==> src/rtl/sata_prim_pkg.sv <==
// -----------------------------------------------------------------------------
// sata_prim_pkg
// Shared SATA link-layer definitions used by the device responder and by the
// host model: primitive dword constants (all sent with charisk=1), the link
// state enum, and small helpers for state classification and the
// per-state transmit primitive.
// -----------------------------------------------------------------------------
package sata_prim_pkg;

    localparam logic [31:0] PRIM_ALIGN = 32'h7B4A_4ABC;
    localparam logic [31:0] PRIM_SYNC  = 32'hB5B5_957C;
    localparam logic [31:0] PRIM_X_RDY = 32'h5757_B57C;
    localparam logic [31:0] PRIM_R_RDY = 32'h4A4A_957C;
    localparam logic [31:0] PRIM_R_IP  = 32'h5555_B57C;
    localparam logic [31:0] PRIM_R_OK  = 32'h3535_B57C;
    localparam logic [31:0] PRIM_SOF   = 32'h3737_B57C;
    localparam logic [31:0] PRIM_EOF   = 32'hD5D5_B57C;
    localparam logic [31:0] PRIM_WTRM  = 32'h5858_B57C;
    localparam logic [31:0] PRIM_HOLD  = 32'hD5D5_AA7C;
    localparam logic [31:0] PRIM_HOLDA = 32'h9595_AA7C;
    localparam logic [31:0] PRIM_CONT  = 32'h9999_AA7C;

    typedef enum logic [2:0] {
        LINK_DOWN  = 3'd0,
        SEND_ALIGN = 3'd1,
        IDLE       = 3'd2,
        RCV_RDY    = 3'd3,
        RCV_DATA   = 3'd4,
        RCV_EOF    = 3'd5,
        GOOD_END   = 3'd6
    } link_state_e;

    // The link is "ready" once the ALIGN handshake has completed; only then
    // do periodic ALIGN insertion and the primitive filter apply.
    function automatic logic link_ready(link_state_e s);
        return (s != LINK_DOWN) && (s != SEND_ALIGN);
    endfunction

    // Primitive transmitted while sitting in a given state.
    function automatic logic [31:0] state_response(link_state_e s, logic rx_hold);
        unique case (s)
            IDLE:     return PRIM_SYNC;
            RCV_RDY:  return PRIM_R_RDY;
            RCV_DATA: return rx_hold ? PRIM_HOLDA : PRIM_R_IP;
            RCV_EOF:  return PRIM_R_IP;
            GOOD_END: return PRIM_R_OK;
            default:  return PRIM_ALIGN;
        endcase
    endfunction

endpackage

==> src/rtl/sata_dev_link_fsm.sv <==
// -----------------------------------------------------------------------------
// sata_dev_link_fsm
// Device-side SATA link-layer responder (75 MHz dword domain). After the PHY
// reports link up it completes the ALIGN->SYNC handshake, then answers every
// host frame with SYNC/R_RDY/R_IP/HOLDA/R_OK. Once ready, two ALIGNs are
// inserted after every ALIGN_PERIOD transmitted dwords. It also sequences the
// PHY reset from the clock-manager lock.
//
// Ports:
//   dev_clk_75M     in   clock, rising edge
//   rst_n           in   synchronous active-low reset
//   sata_dcm_lock   in   clock-manager lock, 0 holds the PHY in reset
//   link_up         in   PHY OOB complete
//   dev_rx_data     in   received dword (byte0 first)
//   dev_rx_charisk  in   1 = received dword is a primitive
//   dev_tx_data     out  dword to transmit (registered)
//   dev_tx_charisk  out  1 = transmitted dword is a primitive
//   phy_rst_n       out  active-low PHY reset (registered)
// -----------------------------------------------------------------------------
module sata_dev_link_fsm
    import sata_prim_pkg::*;
#(
    parameter int ALIGN_PERIOD = 256,
    parameter int PHY_RST_HOLD = 16
) (
    input  logic        dev_clk_75M,
    input  logic        rst_n,
    input  logic        sata_dcm_lock,
    input  logic        link_up,
    input  logic [31:0] dev_rx_data,
    input  logic        dev_rx_charisk,
    output logic [31:0] dev_tx_data,
    output logic        dev_tx_charisk,
    output logic        phy_rst_n
);

    localparam int CNT_W  = (ALIGN_PERIOD > 1) ? $clog2(ALIGN_PERIOD) : 1;
    localparam int HOLD_W = (PHY_RST_HOLD > 1) ? $clog2(PHY_RST_HOLD) : 1;
    localparam logic [CNT_W-1:0]  CNT_LAST  = CNT_W'(ALIGN_PERIOD - 1);
    localparam logic [HOLD_W-1:0] HOLD_LAST = HOLD_W'(PHY_RST_HOLD - 1);

    link_state_e        state_q, state_d;
    logic [31:0]        last_prim_q, last_prim_d;
    logic               cont_q, cont_d;
    logic [CNT_W-1:0]   align_cnt_q, align_cnt_d;
    logic [1:0]         align_pend_q, align_pend_d;
    logic [31:0]        tx_data_q, tx_data_d;
    logic [HOLD_W-1:0]  hold_cnt_q, hold_cnt_d;
    logic               phy_rst_n_q, phy_rst_n_d;

    // Receive classification. A "fresh" primitive is any primitive except
    // ALIGN and CONT; those two never count as a new primitive.
    logic rx_align, rx_cont, rx_fresh, rx_hold;

    assign rx_align = dev_rx_charisk && (dev_rx_data == PRIM_ALIGN);
    assign rx_cont  = dev_rx_charisk && (dev_rx_data == PRIM_CONT);
    assign rx_fresh = dev_rx_charisk && !rx_align && !rx_cont;

    // Whether the primitive currently in effect is HOLD. Ignored dwords
    // (ALIGN, CONT, data after CONT) keep the last primitive in force; a raw
    // data dword with no CONT pending means no primitive is in force.
    always_comb begin
        if (rx_fresh) begin
            rx_hold = (dev_rx_data == PRIM_HOLD);
        end else if (!dev_rx_charisk && !cont_q) begin
            rx_hold = 1'b0;
        end else begin
            rx_hold = (last_prim_q == PRIM_HOLD);
        end
    end

    // Next-state logic. Transitions inside a frame react only to fresh
    // primitives, so repeated-by-CONT or ALIGN-masked dwords cannot re-fire.
    // NOTE: every signal assigned in this block gets a default first, so no
    // path can leave it unassigned and infer a latch.
    always_comb begin
        state_d     = state_q;
        last_prim_d = last_prim_q;
        cont_d      = cont_q;

        if (rx_cont) begin
            cont_d = 1'b1;
        end else if (rx_fresh) begin
            cont_d      = 1'b0;
            last_prim_d = dev_rx_data;
        end

        if (!link_up) begin
            state_d = LINK_DOWN;
        end else begin
            unique case (state_q)
                LINK_DOWN:  state_d = SEND_ALIGN;
                SEND_ALIGN: if (rx_align) state_d = IDLE;
                IDLE:       if (rx_fresh && dev_rx_data == PRIM_X_RDY) state_d = RCV_RDY;
                RCV_RDY: begin
                    if (rx_fresh && dev_rx_data == PRIM_SOF)       state_d = RCV_DATA;
                    else if (rx_fresh && dev_rx_data == PRIM_SYNC) state_d = IDLE;
                end
                RCV_DATA: begin
                    if (rx_fresh && dev_rx_data == PRIM_EOF)       state_d = RCV_EOF;
                    else if (rx_fresh && dev_rx_data == PRIM_SYNC) state_d = IDLE;
                end
                RCV_EOF:    if (rx_fresh && dev_rx_data == PRIM_WTRM) state_d = GOOD_END;
                GOOD_END:   if (rx_fresh && dev_rx_data == PRIM_SYNC) state_d = IDLE;
                default:    state_d = LINK_DOWN;
            endcase
        end

        // Filter history starts clean each time the link becomes ready.
        if (!link_ready(state_d)) begin
            last_prim_d = PRIM_SYNC;
            cont_d      = 1'b0;
        end
    end

    // Transmit scheduler: once ready, every ALIGN_PERIOD response dwords are
    // followed by two ALIGNs. The state machine keeps running underneath, so
    // the response shown after the pair reflects any transition made during it.
    always_comb begin
        align_cnt_d  = align_cnt_q;
        align_pend_d = align_pend_q;
        tx_data_d    = PRIM_ALIGN;

        if (!link_ready(state_d)) begin
            align_cnt_d  = '0;
            align_pend_d = 2'd0;
        end else if (align_pend_q != 2'd0) begin
            align_pend_d = align_pend_q - 2'd1;
        end else begin
            tx_data_d = state_response(state_d, rx_hold);
            if (align_cnt_q == CNT_LAST) begin
                align_cnt_d  = '0;
                align_pend_d = 2'd2;
            end else begin
                align_cnt_d = align_cnt_q + 1'b1;
            end
        end
    end

    // PHY reset release after PHY_RST_HOLD consecutive locked cycles; any
    // loss of lock re-asserts it on the next edge and restarts the count.
    always_comb begin
        hold_cnt_d  = hold_cnt_q;
        phy_rst_n_d = phy_rst_n_q;
        if (!sata_dcm_lock) begin
            hold_cnt_d  = '0;
            phy_rst_n_d = 1'b0;
        end else if (!phy_rst_n_q) begin
            if (hold_cnt_q == HOLD_LAST) begin
                phy_rst_n_d = 1'b1;
            end else begin
                hold_cnt_d = hold_cnt_q + 1'b1;
            end
        end
    end

    // NOTE: state registers use non-blocking assignments so every flop samples
    // the pre-edge values of the others, independent of statement order.
    always_ff @(posedge dev_clk_75M) begin
        if (!rst_n) begin
            state_q      <= LINK_DOWN;
            last_prim_q  <= PRIM_SYNC;
            cont_q       <= 1'b0;
            align_cnt_q  <= '0;
            align_pend_q <= 2'd0;
            tx_data_q    <= PRIM_ALIGN;
            hold_cnt_q   <= '0;
            phy_rst_n_q  <= 1'b0;
        end else begin
            state_q      <= state_d;
            last_prim_q  <= last_prim_d;
            cont_q       <= cont_d;
            align_cnt_q  <= align_cnt_d;
            align_pend_q <= align_pend_d;
            tx_data_q    <= tx_data_d;
            hold_cnt_q   <= hold_cnt_d;
            phy_rst_n_q  <= phy_rst_n_d;
        end
    end

    assign dev_tx_data    = tx_data_q;
    // The device only ever transmits primitives.
    assign dev_tx_charisk = 1'b1;
    assign phy_rst_n      = phy_rst_n_q;

endmodule

==> config.mk <==
export PLATFORM = sky130hd
export DESIGN_NAME = sata_dev_link_fsm
export DESIGN_NICKNAME = d
export VERILOG_FILES = /design/src/rtl/sata_prim_pkg.sv /design/src/rtl/sata_dev_link_fsm.sv
export SDC_FILE = /design/constraint.sdc
export NUM_CORES = 1
export LEC_CHECK = 0
export CAP_MARGIN = 5
export CORE_UTILIZATION = 45
export DETAILED_ROUTE_END_ITERATION = 8
export GPL_TIMING_DRIVEN = 0
export PLACE_DENSITY = 0.76
export SYNTH_ARGS = -nofsm -noshare
export SYNTH_HDL_FRONTEND = slang
export SYNTH_SLANG_ARGS = --single-unit
==> constraint.sdc <==
create_clock -name dev_clk_75M -period 2.2 [get_ports dev_clk_75M]
set_input_delay 0.44 -clock dev_clk_75M [delete_from_list [all_inputs] [get_ports dev_clk_75M]]
set_output_delay 0.44 -clock dev_clk_75M [all_outputs]
set_load 0.02 [all_outputs]
==> impl_summary.txt, run 1 <==
----------------------------------------------------
[Outcome]
  Violations in the final reports ... design-rule violations, negative setup slack
  Status ... finished, violations left

[Power and ir drop]
  Net switching power ... ~0.0006 W
  Total power draw ... 0.00226 W
  Leak Pwr ... 1.90 nW
  Proportion of power drawn by flip-flops and latches ... 0.507
  Worst-case vdd ir drop ... 0.335 mV
  Switching share of power ... 0.259
  Proportion of power drawn by combinational gates ... 0.100
  Portion of total power attributed to the clock network ... 0.393
  Power density over cell area ... 492 nW/um2
  Cell internal pwr ... 0.00167 W

[Yosys]
  Average size of a mapped cell ... 9.28 um2
  Number of enable-type register cells in the synthesized netlist ... 0
  Count of unique library cells instantiated by Yosys ... 55
  Netlist area before placement ... approximately 3100 um2
  Leading register cell type out of synthesis ... sky130_fd_sc_hd__dfxtp_1
  Largest family of logic cells by synthesized area ... simple AND/OR/NAND/NOR gates
  Fraction of the yosys area taken by sequential cells ... 0.413
  Portion of synthesized cell area occupied by the leading cell type ... 0.413
  Area share of xor/xnor cells in the synthesized design ... 0.0258
  Synth Area in Compound Gates ... 0.0811
  Dominant cells by area after synthesis ... sky130_fd_sc_hd__dfxtp_1, sky130_fd_sc_hd__mux2i_1, sky130_fd_sc_hd__buf_4
  Share of synthesized registers carrying an async set or reset ... 0
  Cell taking the most area after synthesis ... sky130_fd_sc_hd__dfxtp_1
  Gate Count Post-Synth ... 329
  Share of synthesized cell area in and, or, nand and nor gates ... 0.280
  Post-synthesis adder-cell area fraction ... 0.0164
  Number of synthesis warnings ... 0
  Post-synthesis mux area share ... 0.112
  Register bit count reported by yosys ... between 60 and 70

[GRT]
  First-pass GRT wire length ... between 10 and 15 mm
  Peak-usage layer in the global routing report ... met2
  Met2 usage in global routing ... 0.426
  Met3 track utilization from global routing ... 0.0531
  Maximum number of pins on one net before global-route repair ... 11
  Vias in the first global route ... around 2900
  GRT overflow ... 0
  Total routing usage reported by global routing ... 0.243
  Number of antenna violations at the first check in global routing ... 0
  Met1 layer usage reported by global route ... 0.280

[STA]
  Clk_skew ... 6.52 ps
  Highest clock rate ... 0.422 GHz
  Setup TNS ... -1320 ps
  Least-Margin Pin Slew ... 546 ps
  Worst slew margin relative to its limit ... 0.632
  Final Hold Viols ... 0
  Setup repair after global routing missed its margin ... true
  Max Slew Vio Count ... 0
  Period minus WS final ... approximately 2400 ps
  Final period utilization ... 1.08
  Setup violation total in the final timing report ... 33
  Minimum setup slack in the final design ... -168 ps

[CTS]
  H-Tree Level Count ... 3
  Hold bufs inserted after CTS ... 0
  Worst-path clk slew ... 70 ps
  Clock root buffer master ... sky130_fd_sc_hd__clkbuf_8
  CTS Sinks ... 63
  CTS tree ... done
  Number of buffers inserted during clock tree synthesis ... 9
  Clock latency at the later pin of the worst-skew pair ... 350 ps
  Maximum count of clock buffers along a single path ... 2

[Finish]
  Multi-input logic area ... 1990 um2
  Most frequent cells in the layout ... sky130_fd_sc_hd__dfxtp_1, sky130_fd_sc_hd__buf_4, sky130_fd_sc_hd__nor2_1, sky130_fd_sc_hd__mux2i_1
  Number of fill cells ... approximately 460
  Area growth from synthesis to layout ... 50.3%
  Most frequent standard cell in the layout excluding fill and tap cells ... sky130_fd_sc_hd__dfxtp_1
  Footprint of the flip-flops and latches ... 1260 um2
  Diode count ... 0
  Total Nets Final ... between 400 and 500
  Fraction of final layout cells with drive strength greater than 1 ... 0.354
  Area of all placed cells without fillers ... 4590 um2

[Detailed routing]
  Total via count after detailed routing ... 2962
  DR vias/cell ... between 5 and 6
  Number of detailed-route iterations in the first pass ... 6
  Starting DRT DRC Count ... 242
  Detailed-route wire length ... 8.95 mm
  Per-cell routed wire length ... about 17 um
  # DRC ... 4
  Remaining antenna violation count after routing ... 0

[Critical path]
  Start of the worst register-to-register path ... last_prim_q[19]$_SDFFE_PP0P_
  Cells along the critical path ... clkbuf_2 > or2_4 > nor4_4 > and4_4 > a31oi_4 > mux2_4 > or3_4 > a211o_1
  Cell depth of the worst flop-to-flop path ... 6
  Top fanout value on the critical path ... 4
  Setup Crit Path Kind ... input pin to register
  Worst setup SP type ... input pin
  Worst path slowest cell ... sky130_fd_sc_hd__or3_4
  Max incr delay on CP ... 400 ps
  Data arrival time of the critical path ... 2600 ps
  Critical Path Sink Type ... register
  Launching instance or port of the critical path ... dev_rx_data[25]
  Required time worst endpoint ... 2430 ps

[Run]
  Max-Cap Viols ... 0

[Die]
  Die extent in x ... 84.4 um
  I/O pin cnt ... a little over 70
  Core footprint ... about 6500 um2
  Area enclosed by the die boundary ... slightly above 7000 um2
  FP Rows ... 29
  Initial core utilization ... 0.473
  Die height ... 84.4 um

[Placement]
  Placed cell area ... approximately 3800 um2
  Final estimated routing congestion in global placement ... 0.895
  Half-perimeter wire length after placement ... roughly 5.4 mm
  Count of buffers from port buffering ... 63

[Hold path]
  Hold Path Cell Cnt ... 3
  Hold path startpoint ... dev_rx_data[14]
  Worst min-delay path class ... input pin to register

----------------------------------------------------
## worst max-delay path, delay by kind of cell
| kind | cells | cell delay, ps |
|---|---|---|
| and+or+nand+nor | 4 | 1310 |
| muxes | 1 | 330 |
| buffers and inverters | 1 | 120 |
| AOI/OAI and AO/OA | 2 | 400 |
## power by group through the flow
stage / logic [W] / registers (W) / clock network, W
after detailed placement: 0.000201 / 0.00117 / 0
after global routing: 0.000236 / 0.00115 / 0.000943
after floorplan: 0.0000950 / 0.00117 / 0
after CTS: 0.000215 / 0.00115 / 0.000872
final: 0.000225 / 0.00115 / 0.000887
after global placement: 0.000200 / 0.00117 / 0
## worst paths after layout
path / end / slack, ps
setup reg to reg: dev_tx_data[30]$_SDFF_PP1_ / -150
setup / recovery: dev_tx_data[30]$_SDFF_PP1_ / -170
hold reg to reg: last_prim_q[4]$_SDFFE_PP1P_ / 470
hold / removal: last_prim_q[14]$_SDFFE_PP0P_ / 360
## cell usage after synthesis (all sizes together), types with 3 or more instances
master and number:
nor2 38, nand3 9, nor3 8, nand4 9
nor4bb 6, dfxtp 63, mux2i 33, xor2 6
nand4bb 5, nand4b 5, ha 4, buf 27
nor4 5, a21oi 8, and3 4, o21ai 4
a211oi 5, nand2 33, inv 5, xnor2 3
and4b 5, and4 3, and2 7
## per-stage QoR
step / instances / setup WS, ps / hold WS, ps / util
after floorplan: 334 / -164 / 432 / -
after global placement: 474 / -1050 / 446 / 0.595
after detailed placement: 474 / -1110 / 451 / 0.595
after CTS: 511 / -60.4 / 365 / 0.689
after global routing: 521 / -215 / 376 / 0.711
final: 521 / -168 / 357 / 0.711
## cell type report
type / instances / area share
tap: 77 / 0.0210
clock buffer: 11 / 0.0308
timing repair buffer: 94 / 0.180
clock inverter: 4 / 0.00490
sequential: 63 / 0.275
buffer: 29 / 0.0507
inverter: 5 / 0.00409
multi-input combinational: 238 / 0.433
## kinds of logic (layout without fill, tap and decap cells)
family	after synthesis	count (layout)
and+or+nand+nor	149	149
DFF	63	63
buffers and inverters	34	143
adders and majority gates	4	4
muxes	34	34
xor gates and xnor gates	9	9
AOI/OAI and AO/OA	34	35
other	2	7
## state kept, by name (all words and copies together), names as in the netlist
signal        count
phy_rst_n         1
align_cnt_q       8
state_q           3
cont_q            1
align_pend_q      2
last_prim_q      32
dev_tx_data      12
hold_cnt_q        4
## per-layer routing
layer / up-vias / share of wire
met5: - / 0
met4: 0 / 0.036
met3: 27 / 0.056
met2: 123 / 0.49
met1: 1428 / 0.41
li1: 1384 / -
## what timing repair did
item,CTS,global route
hold endpoints to repair,0,0
gates cloned,1,3
endpoints found under the setup margin,58,50
setup buffers,21,10
pin swaps,26,27
resized for setup,143,52
(Power assumes the default switching activity.)
==> run 2, diff against run 1 <==
RECOVER_POWER = 100   (was default)
==> run 2 against run 1 <==
The run still ends with design-rule violations, negative setup slack left; sequential cell count stayed put; cell area did not move; first-iteration DRC count increased by 5.0%; critical endpoint unchanged; largest power group unchanged; highest routed layer unchanged.
==> impl_summary.txt, run 2 (synthesis results as in run 1) <==
----------------------------------------------------
[Finish]
  Fraction of final layout cells with drive strength greater than 1 ... 0.354 (unchanged)
  Most frequent cells in the layout ... sky130_fd_sc_hd__dfxtp_1, sky130_fd_sc_hd__buf_4, sky130_fd_sc_hd__nor2_1, sky130_fd_sc_hd__mux2i_1, sky130_fd_sc_hd__nand2_1
  Reg with most FFs ... last_prim_q
  Number of fill cells ... 463 (unchanged)
  Total Nets Final ... 481 (unchanged)
  Footprint of the flip-flops and latches ... 1260 um2 (unchanged)
  Area growth from synthesis to layout ... 50.3% (unchanged)
  Multi-input logic area ... 1990 um2 (unchanged)
  Flip-flop count of the largest register after layout ... 32 (unchanged)
  Most frequent standard cell in the layout excluding fill and tap cells ... sky130_fd_sc_hd__dfxtp_1
  Diode count ... 0 (unchanged)
  Final core area utilization ... 0.711 (unchanged)

[STA]
  Max Slew Vio Count ... 0 (unchanged)
  Worst slew margin relative to its limit ... 0.633 (+0.00109)
  Final period utilization ... 1.08 (about the same)
  Clk_skew ... 6.84 ps (+0.318 ps)
  Final Hold Viols ... 0 (unchanged)
  Setup violation total in the final timing report ... 33 (unchanged)
  Least-Margin Pin Slew ... 544 ps (-1.61 ps)
  Minimum setup slack in the final design ... -169 ps (-0.846 ps)
  Setup TNS ... -1560 ps (-244 ps)
  Highest clock rate ... 0.422 GHz (about the same)
  Period minus WS final ... 2370 ps (+0.846 ps)
  Setup repair after global routing missed its margin ... true

[CTS]
  CTS tree ... done
  Worst-path clk slew ... 70 ps (about the same)
  H-Tree Level Count ... 3 (unchanged)
  Clock latency at the later pin of the worst-skew pair ... 350 ps (about the same)
  Maximum count of clock buffers along a single path ... 2 (unchanged)
  Number of buffers inserted during clock tree synthesis ... 9 (unchanged)
  CTS Sinks ... 63 (unchanged)
  Hold bufs inserted after CTS ... 0 (unchanged)
  Clock root buffer master ... sky130_fd_sc_hd__clkbuf_8

[Detailed routing]
  # DRC ... 4 (unchanged)
  Per-cell routed wire length ... 17.2 um (about the same)
  Detailed-route wire length ... 8.94 mm (about the same)
  Number of detailed-route iterations in the first pass ... 6 (unchanged)
  Total via count after detailed routing ... 2967 (+0.17%)
  DR vias/cell ... 5.69 (+0.17%)
  Remaining antenna violation count after routing ... 0 (unchanged)
  Starting DRT DRC Count ... 254 (+5.0%)

[GRT]
  Number of antenna violations at the first check in global routing ... 0 (unchanged)
  First-pass GRT wire length ... 13.5 mm (unchanged)
  Total routing usage reported by global routing ... 0.243 (unchanged)
  Maximum number of pins on one net before global-route repair ... 11 (unchanged)
  GRT overflow ... 0 (unchanged)
  Vias in the first global route ... 2906 (unchanged)

[Critical path]
  Critical Path Sink Type ... register
  Worst reg-to-reg setup slack ... -150 ps (about the same)
  Cell depth of the worst flop-to-flop path ... 6 (unchanged)
  Worst path slowest cell ... sky130_fd_sc_hd__or3_4
  Required time worst endpoint ... 2430 ps (about the same)
  Worst setup SP type ... input pin
  Start of the worst register-to-register path ... last_prim_q[19]$_SDFFE_PP0P_
  Cells along the critical path ... clkbuf_2 > or2_4 > nor4_4 > and4_4 > a31oi_4 > mux2_4 > or3_4 > a211o_1
  Top fanout value on the critical path ... 4 (unchanged)
  Setup Crit Path Kind ... input pin to register
  Worst reg2reg endpoint ... dev_tx_data[30]$_SDFF_PP1_
  Data arrival time of the critical path ... 2600 ps (about the same)
  Max incr delay on CP ... 400 ps (about the same)

[Placement]
  Half-perimeter wire length after placement ... 5.42 mm (unchanged)
  Count of buffers from port buffering ... 63 (unchanged)
  Final estimated routing congestion in global placement ... 0.895 (unchanged)

[Hold path]
  Hold Path Cell Cnt ... 3 (unchanged)
  Hold path startpoint ... dev_rx_data[14]
  Worst min-delay path class ... input pin to register
  Terminating pin of the worst hold path ... last_prim_q[14]$_SDFFE_PP0P_

[Power and ir drop]
  Portion of total power attributed to the clock network ... 0.393 (about the same)
  Proportion of power drawn by combinational gates ... 0.100 (about the same)
  Proportion of power drawn by flip-flops and latches ... 0.507 (about the same)
  Switching share of power ... 0.259 (+0.000288)
  Net switching power ... 0.000585 W (+0.13%)
  Power density over cell area ... 492 nW/um2 (about the same)
  Worst-case vdd ir drop ... 0.333 mV (-0.49%)
  Leak Pwr ... 1.91 nW (+0.56%)
  Cell internal pwr ... 0.00167 W (about the same)

[Outcome]
  Status ... finished, violations left
  Violations in the final reports ... design-rule violations, negative setup slack

[Die]
  I/O pin cnt ... 71 (unchanged)
  Initial core utilization ... 0.473 (unchanged)
  Core footprint ... 6460 um2 (unchanged)
  Area enclosed by the die boundary ... 7120 um2 (unchanged)
  Die extent in x ... 84.4 um (unchanged)
  FP Rows ... 29 (unchanged)
  Die height ... 84.4 um (unchanged)

[Run]
  Max-Cap Viols ... 0 (unchanged)

----------------------------------------------------
run 2: per-stage QoR:
step / cells / hold WS (ps) / instance area, um2 / worst slack (ps) / power, W
global placement: 474 / 446 / 3840 / -1050 / 0.00137
detailed placement: 474 / 451 / 3840 / -1110 / 0.00137
global route: 521 / 376 / 4590 / -215 / 0.00232
floorplan: 334 / 432 / 3110 / -164 / 0.00127
finish: 521 / 357 / 4590 / -169 / 0.00226
CTS: 511 / 365 / 4450 / -60.4 / 0.00223
run 2: cell type report:
| cell class | count | share of cell area |
|---|---|---|
| clock inverter | 4 | 0.00490 |
| inverter | 5 | 0.00409 |
| multi-input combinational | 238 | 0.433 |
| tap | 77 | 0.0210 |
| sequential | 63 | 0.275 |
| timing repair buffer | 94 | 0.180 |
| clock buffer | 11 | 0.0308 |
| buffer | 29 | 0.0507 |
run 2: worst max-delay path, delay by kind of cell:
| kind | cells | cell delay (ps) |
|---|---|---|
| buf+inv | 1 | 120 |
| compound gates | 2 | 400 |
| simple gates | 4 | 1310 |
| mux | 1 | 330 |
run 2: repair_timing:
item / in CTS / in global routing
cloned: 1 / 3
pin swaps: 26 / 27
endpoints found under the setup margin: 58 / 50
buffers inserted: 21 / 10
endpoints found under the hold margin: 0 / 0
gates resized for setup: 143 / 52
run 2: per-layer routing:
layer | GRT usage | vias up | share of wire
li1 | - | 1383 | -
met1 | 0.280 | 1433 | 0.41
met2 | 0.426 | 126 | 0.50
met3 | 0.0531 | 25 | 0.058
met4 | 0.123 | 0 | 0.031
met5 | 0 | - | 0
run 2: how the worst max path moves through the flow:
stage	start	endpoint	slack, ps	depth (start not counted)
6_report	dev_rx_data[25]	dev_tx_data[30]$_SDFF_PP1_	-170	8
4_1_cts	last_prim_q[19]$_SDFFE_PP0P_	dev_tx_data[30]$_SDFF_PP1_	-60	6
2_1_floorplan	dev_rx_data[14]	dev_tx_data[30]$_SDFF_PP1_	-160	7
3_5_place_dp	dev_rx_charisk	last_prim_q[25]$_SDFFE_PP0P_	-1110	9
5_1_grt	dev_rx_data[13]	dev_tx_data[30]$_SDFF_PP1_	-220	8
3_3_place_gp	dev_rx_data[14]	dev_tx_data[30]$_SDFF_PP1_	-1050	8
run 2: power groups by stage:
stage          Clock (W)  Combinational [W]  Sequential, W
2_1_floorplan          0          0.0000950        0.00117
3_3_place_gp           0           0.000200        0.00117
3_5_place_dp           0           0.000201        0.00117
4_1_cts         0.000872           0.000215        0.00115
5_1_grt         0.000943           0.000236        0.00115
6_report        0.000888           0.000225        0.00115
==> run 3, diff against run 2 <==
ABC_CLOCK_PERIOD_IN_PS = 2200   (was default)
CAP_MARGIN = 10   (was 5)
CORE_ASPECT_RATIO = 0.9   (was default)
==> run 3 against run 2 <==
The run ends with negative setup slack left; combinational power is 3% lower; cell count grew 1.5%; critical path depth increased by 1; non-clock buffer count shrank 5; clock skew grew 1.7 ps; sequential cell count is the same; largest cell class unchanged; largest power group unchanged.
==> impl_summary.txt, run 3 (synthesis results as in run 1) <==
----------------------------------------------------
[Outcome]
  Status ... finished, violations left
  Violations in the final reports ... negative setup slack

[CTS]
  Maximum count of clock buffers along a single path ... 2 (unchanged)
  H-Tree Level Count ... 3 (unchanged)
  Worst-path clk slew ... 70 ps (about the same)
  CTS Sinks ... 63 (unchanged)
  CTS tree ... done
  Clock latency at the later pin of the worst-skew pair ... 350 ps (about the same)
  Clock root buffer master ... sky130_fd_sc_hd__clkbuf_8
  Number of buffers inserted during clock tree synthesis ... 9 (unchanged)

[GRT]
  Maximum number of pins on one net before global-route repair ... 13 (+2)
  Total routing usage reported by global routing ... 0.240 (-0.00302)
  Number of antenna violations at the first check in global routing ... 0 (unchanged)
  First-pass GRT wire length ... 12.8 mm (-5.0%)
  Vias in the first global route ... 2687 (-7.5%)
  GRT overflow ... 0 (unchanged)

[Critical path]
  Setup Crit Path Kind ... input pin to register
  Top fanout value on the critical path ... 3 (-1)
  Required time worst endpoint ... 2440 ps (about the same)
  Number of stages on the worst setup path ... 9 (+1)
  Launching instance or port of the critical path ... dev_rx_data[15]
  Worst path slowest cell ... sky130_fd_sc_hd__or3_4
  Start of the worst register-to-register path ... last_prim_q[28]$_SDFFE_PP1P_
  Worst setup SP type ... input pin
  End point of the critical path ... dev_tx_data[30]$_SDFF_PP1_
  Number of buffers and inverters on the critical path ... 2 (+1)
  Critical Path Sink Type ... register
  Worst reg2reg endpoint ... dev_tx_data[30]$_SDFF_PP1_
  Cell depth of the worst flop-to-flop path ... 6 (unchanged)
  Max incr delay on CP ... 400 ps (about the same)
  Cells along the critical path ... clkdlybuf4s15_1 > nand4bb_4 > buf_6 > nor4_4 > nand3_2 > a2bb2oi_4 > nand4b_1 > or3_4 > a211o_1
  Worst reg-to-reg setup slack ... -150 ps (about the same)
  Top delay family on crit path ... simple AND/OR/NAND/NOR gates
  Data arrival time of the critical path ... 2620 ps (+20 ps)

[Finish]
  Most frequent cells in the layout ... sky130_fd_sc_hd__dfxtp_1, sky130_fd_sc_hd__buf_4, sky130_fd_sc_hd__nor2_1, sky130_fd_sc_hd__nand2_1, sky130_fd_sc_hd__mux2i_1
  Diode count ... 0 (unchanged)
  Final cell count without fillers ... 529 (+1.5%)
  Fraction of final layout cells with drive strength greater than 1 ... 0.292 (-0.0620)
  Area of all placed cells without fillers ... 4560 um2 (-0.68%)
  Total Nets Final ... 475 (-1.2%)
  Reg with most FFs ... last_prim_q
  Most frequent standard cell in the layout excluding fill and tap cells ... sky130_fd_sc_hd__dfxtp_1
  Area growth from synthesis to layout ... 49.3%
  Flip-flop count of the largest register after layout ... 32 (unchanged)

[STA]
  Least-Margin Pin Slew ... 577 ps (+32.3 ps)
  Setup repair after global routing missed its margin ... true
  Setup TNS ... -4800 ps (-3240 ps)
  Worst slew margin relative to its limit ... 0.612 (-0.0218)
  Setup violation total in the final timing report ... 53 (+61%)
  Period minus WS final ... 2380 ps (+6.95 ps)
  Final period utilization ... 1.08 (+0.00316)
  Minimum setup slack in the final design ... -176 ps (-6.95 ps)
  Max Slew Vio Count ... 0 (unchanged)
  Highest clock rate ... 0.421 GHz (-0.29%)
  Clk_skew ... 8.52 ps (+1.68 ps)
  Final Hold Viols ... 0 (unchanged)

[Detailed routing]
  Starting DRT DRC Count ... 149 (-41%)
  Remaining antenna violation count after routing ... 0 (unchanged)
  Total via count after detailed routing ... 2973 (+0.20%)
  Per-cell routed wire length ... 17.1 um (-0.34%)
  Detailed-route wire length ... 9.05 mm (+1.2%)
  Number of detailed-route iterations in the first pass ... 7 (+1)
  # DRC ... 0 (-4)
  DR vias/cell ... 5.62 (-1.3%)

[Power and ir drop]
  Leak Pwr ... 1.86 nW (-2.4%)
  Total power draw ... 0.00238 W (+5.2%)
  Switching share of power ... 0.254 (-0.00486)
  Proportion of power drawn by combinational gates ... 0.092 (-0.008)
  Net switching power ... 0.000604 W (+3.2%)
  Cell internal pwr ... 0.00177 W (+5.9%)
  Power density over cell area ... 521 nW/um2 (+5.9%)
  Portion of total power attributed to the clock network ... 0.425 (+0.032)
  Worst-case vdd ir drop ... 0.361 mV (+8.2%)
  Proportion of power drawn by flip-flops and latches ... 0.482 (-0.025)

[Placement]
  Total instance count after detailed placement ... 487 (+2.7%)
  Placed cell area ... 3860 um2 (+0.42%)
  Post-place setup slack ... -1080 ps (+26.1 ps)
  Count of buffers from port buffering ... 63 (unchanged)
  Final estimated routing congestion in global placement ... 0.935 (+4.5%)
  Half-perimeter wire length after placement ... 5.51 mm (+1.8%)

[Die]
  Area enclosed by the die boundary ... 7120 um2 (about the same)
  I/O pin cnt ... 71 (unchanged)
  Die extent in x ... 88.8 um (+5.3%)
  Die height ... 80.2 um (-5.0%)
  Core footprint ... 6550 um2 (+1.4%)
  FP Rows ... 28 (-3.4%)
  Initial core utilization ... 0.466 (-0.00668)

[Run]
  Max-Cap Viols ... 0 (unchanged)

[Hold path]
  Worst min-delay path class ... input pin to register

----------------------------------------------------
## run 3: changes by cell type in the layout (fill, tap and decap cells not counted), sizes merged
cell	before	now
bufinv	0	1
clkdlybuf4s18	0	1
inv	5	6
clkinv	3	1
clkinvlp	1	3
clkdlybuf4s15	7	8
clkbuf	24	25
dlygate4sd2	4	9
o21ai	5	4
dlygate4sd3	28	21
buf	69	55
clkdlybuf4s50	2	9
## run 3: worst register-to-register path, stage by stage (launching register included)
cell and delay [ps]:
sky130_fd_sc_hd__dfxtp_1 340, sky130_fd_sc_hd__nor4bb_2 340, sky130_fd_sc_hd__nand4_1 190, sky130_fd_sc_hd__or4_1 430, sky130_fd_sc_hd__mux2_4 290, sky130_fd_sc_hd__or3_4 390, sky130_fd_sc_hd__a211o_1 260
## run 3: power by group through the flow
stage                     clock (W)  combinational, W  sequential, W
after global placement            0          0.000200        0.00117
after CTS                   0.00102          0.000207        0.00115
after global routing        0.00108          0.000232        0.00115
after detailed placement          0          0.000202        0.00117
final                       0.00101          0.000219        0.00115
after floorplan                   0         0.0000950        0.00117
## run 3: cell type report
type	instances	area, um2
clock inverter	6	70.1
timing repair buffer	89	817
inverter	5	18.8
multi-input combinational	237	1920
buffer	29	233
sequential	63	1270
fill	477	1990
clock buffer	10	128
tap	90	113
## run 3: worst min path at each step
stage | endpoint | depth (start not counted) | startpoint | slack (ps)
CTS | last_prim_q[7]$_SDFFE_PP0P_ | 3 | dev_rx_data[7] | 380
global placement | last_prim_q[5]$_SDFFE_PP1P_ | 2 | last_prim_q[5]$_SDFFE_PP1P_ | 450
global route | last_prim_q[0]$_SDFFE_PP0P_ | 3 | dev_rx_data[0] | 370
floorplan | last_prim_q[15]$_SDFFE_PP1P_ | 2 | last_prim_q[15]$_SDFFE_PP1P_ | 430
finish | last_prim_q[0]$_SDFFE_PP0P_ | 3 | dev_rx_data[0] | 360
detailed placement | last_prim_q[4]$_SDFFE_PP1P_ | 2 | last_prim_q[4]$_SDFFE_PP1P_ | 450
## run 3: layer usage
layer,share of wire,global-route usage
met5,0,0
met1,0.41,0.291
met2,0.51,0.401
met3,0.065,0.0576
met4,0.018,0.106
## run 3: per-stage QoR
| step | hold WS, ps | utilization |
|---|---|---|
| after floorplan | 432 | - |
| after global placement | 445 | 0.589 |
| after detailed placement | 454 | 0.589 |
| after CTS | 377 | 0.666 |
| after global routing | 367 | 0.696 |
| final | 357 | 0.696 |
## run 3: what timing repair did
item,4_1_cts,5_1_grt
gates resized for setup,105,45
endpoints found under the hold margin,0,0
hold buffers,0,0
endpoints found under the setup margin,57,54
cloned,0,4
pin swaps,26,16
buffers inserted,17,6
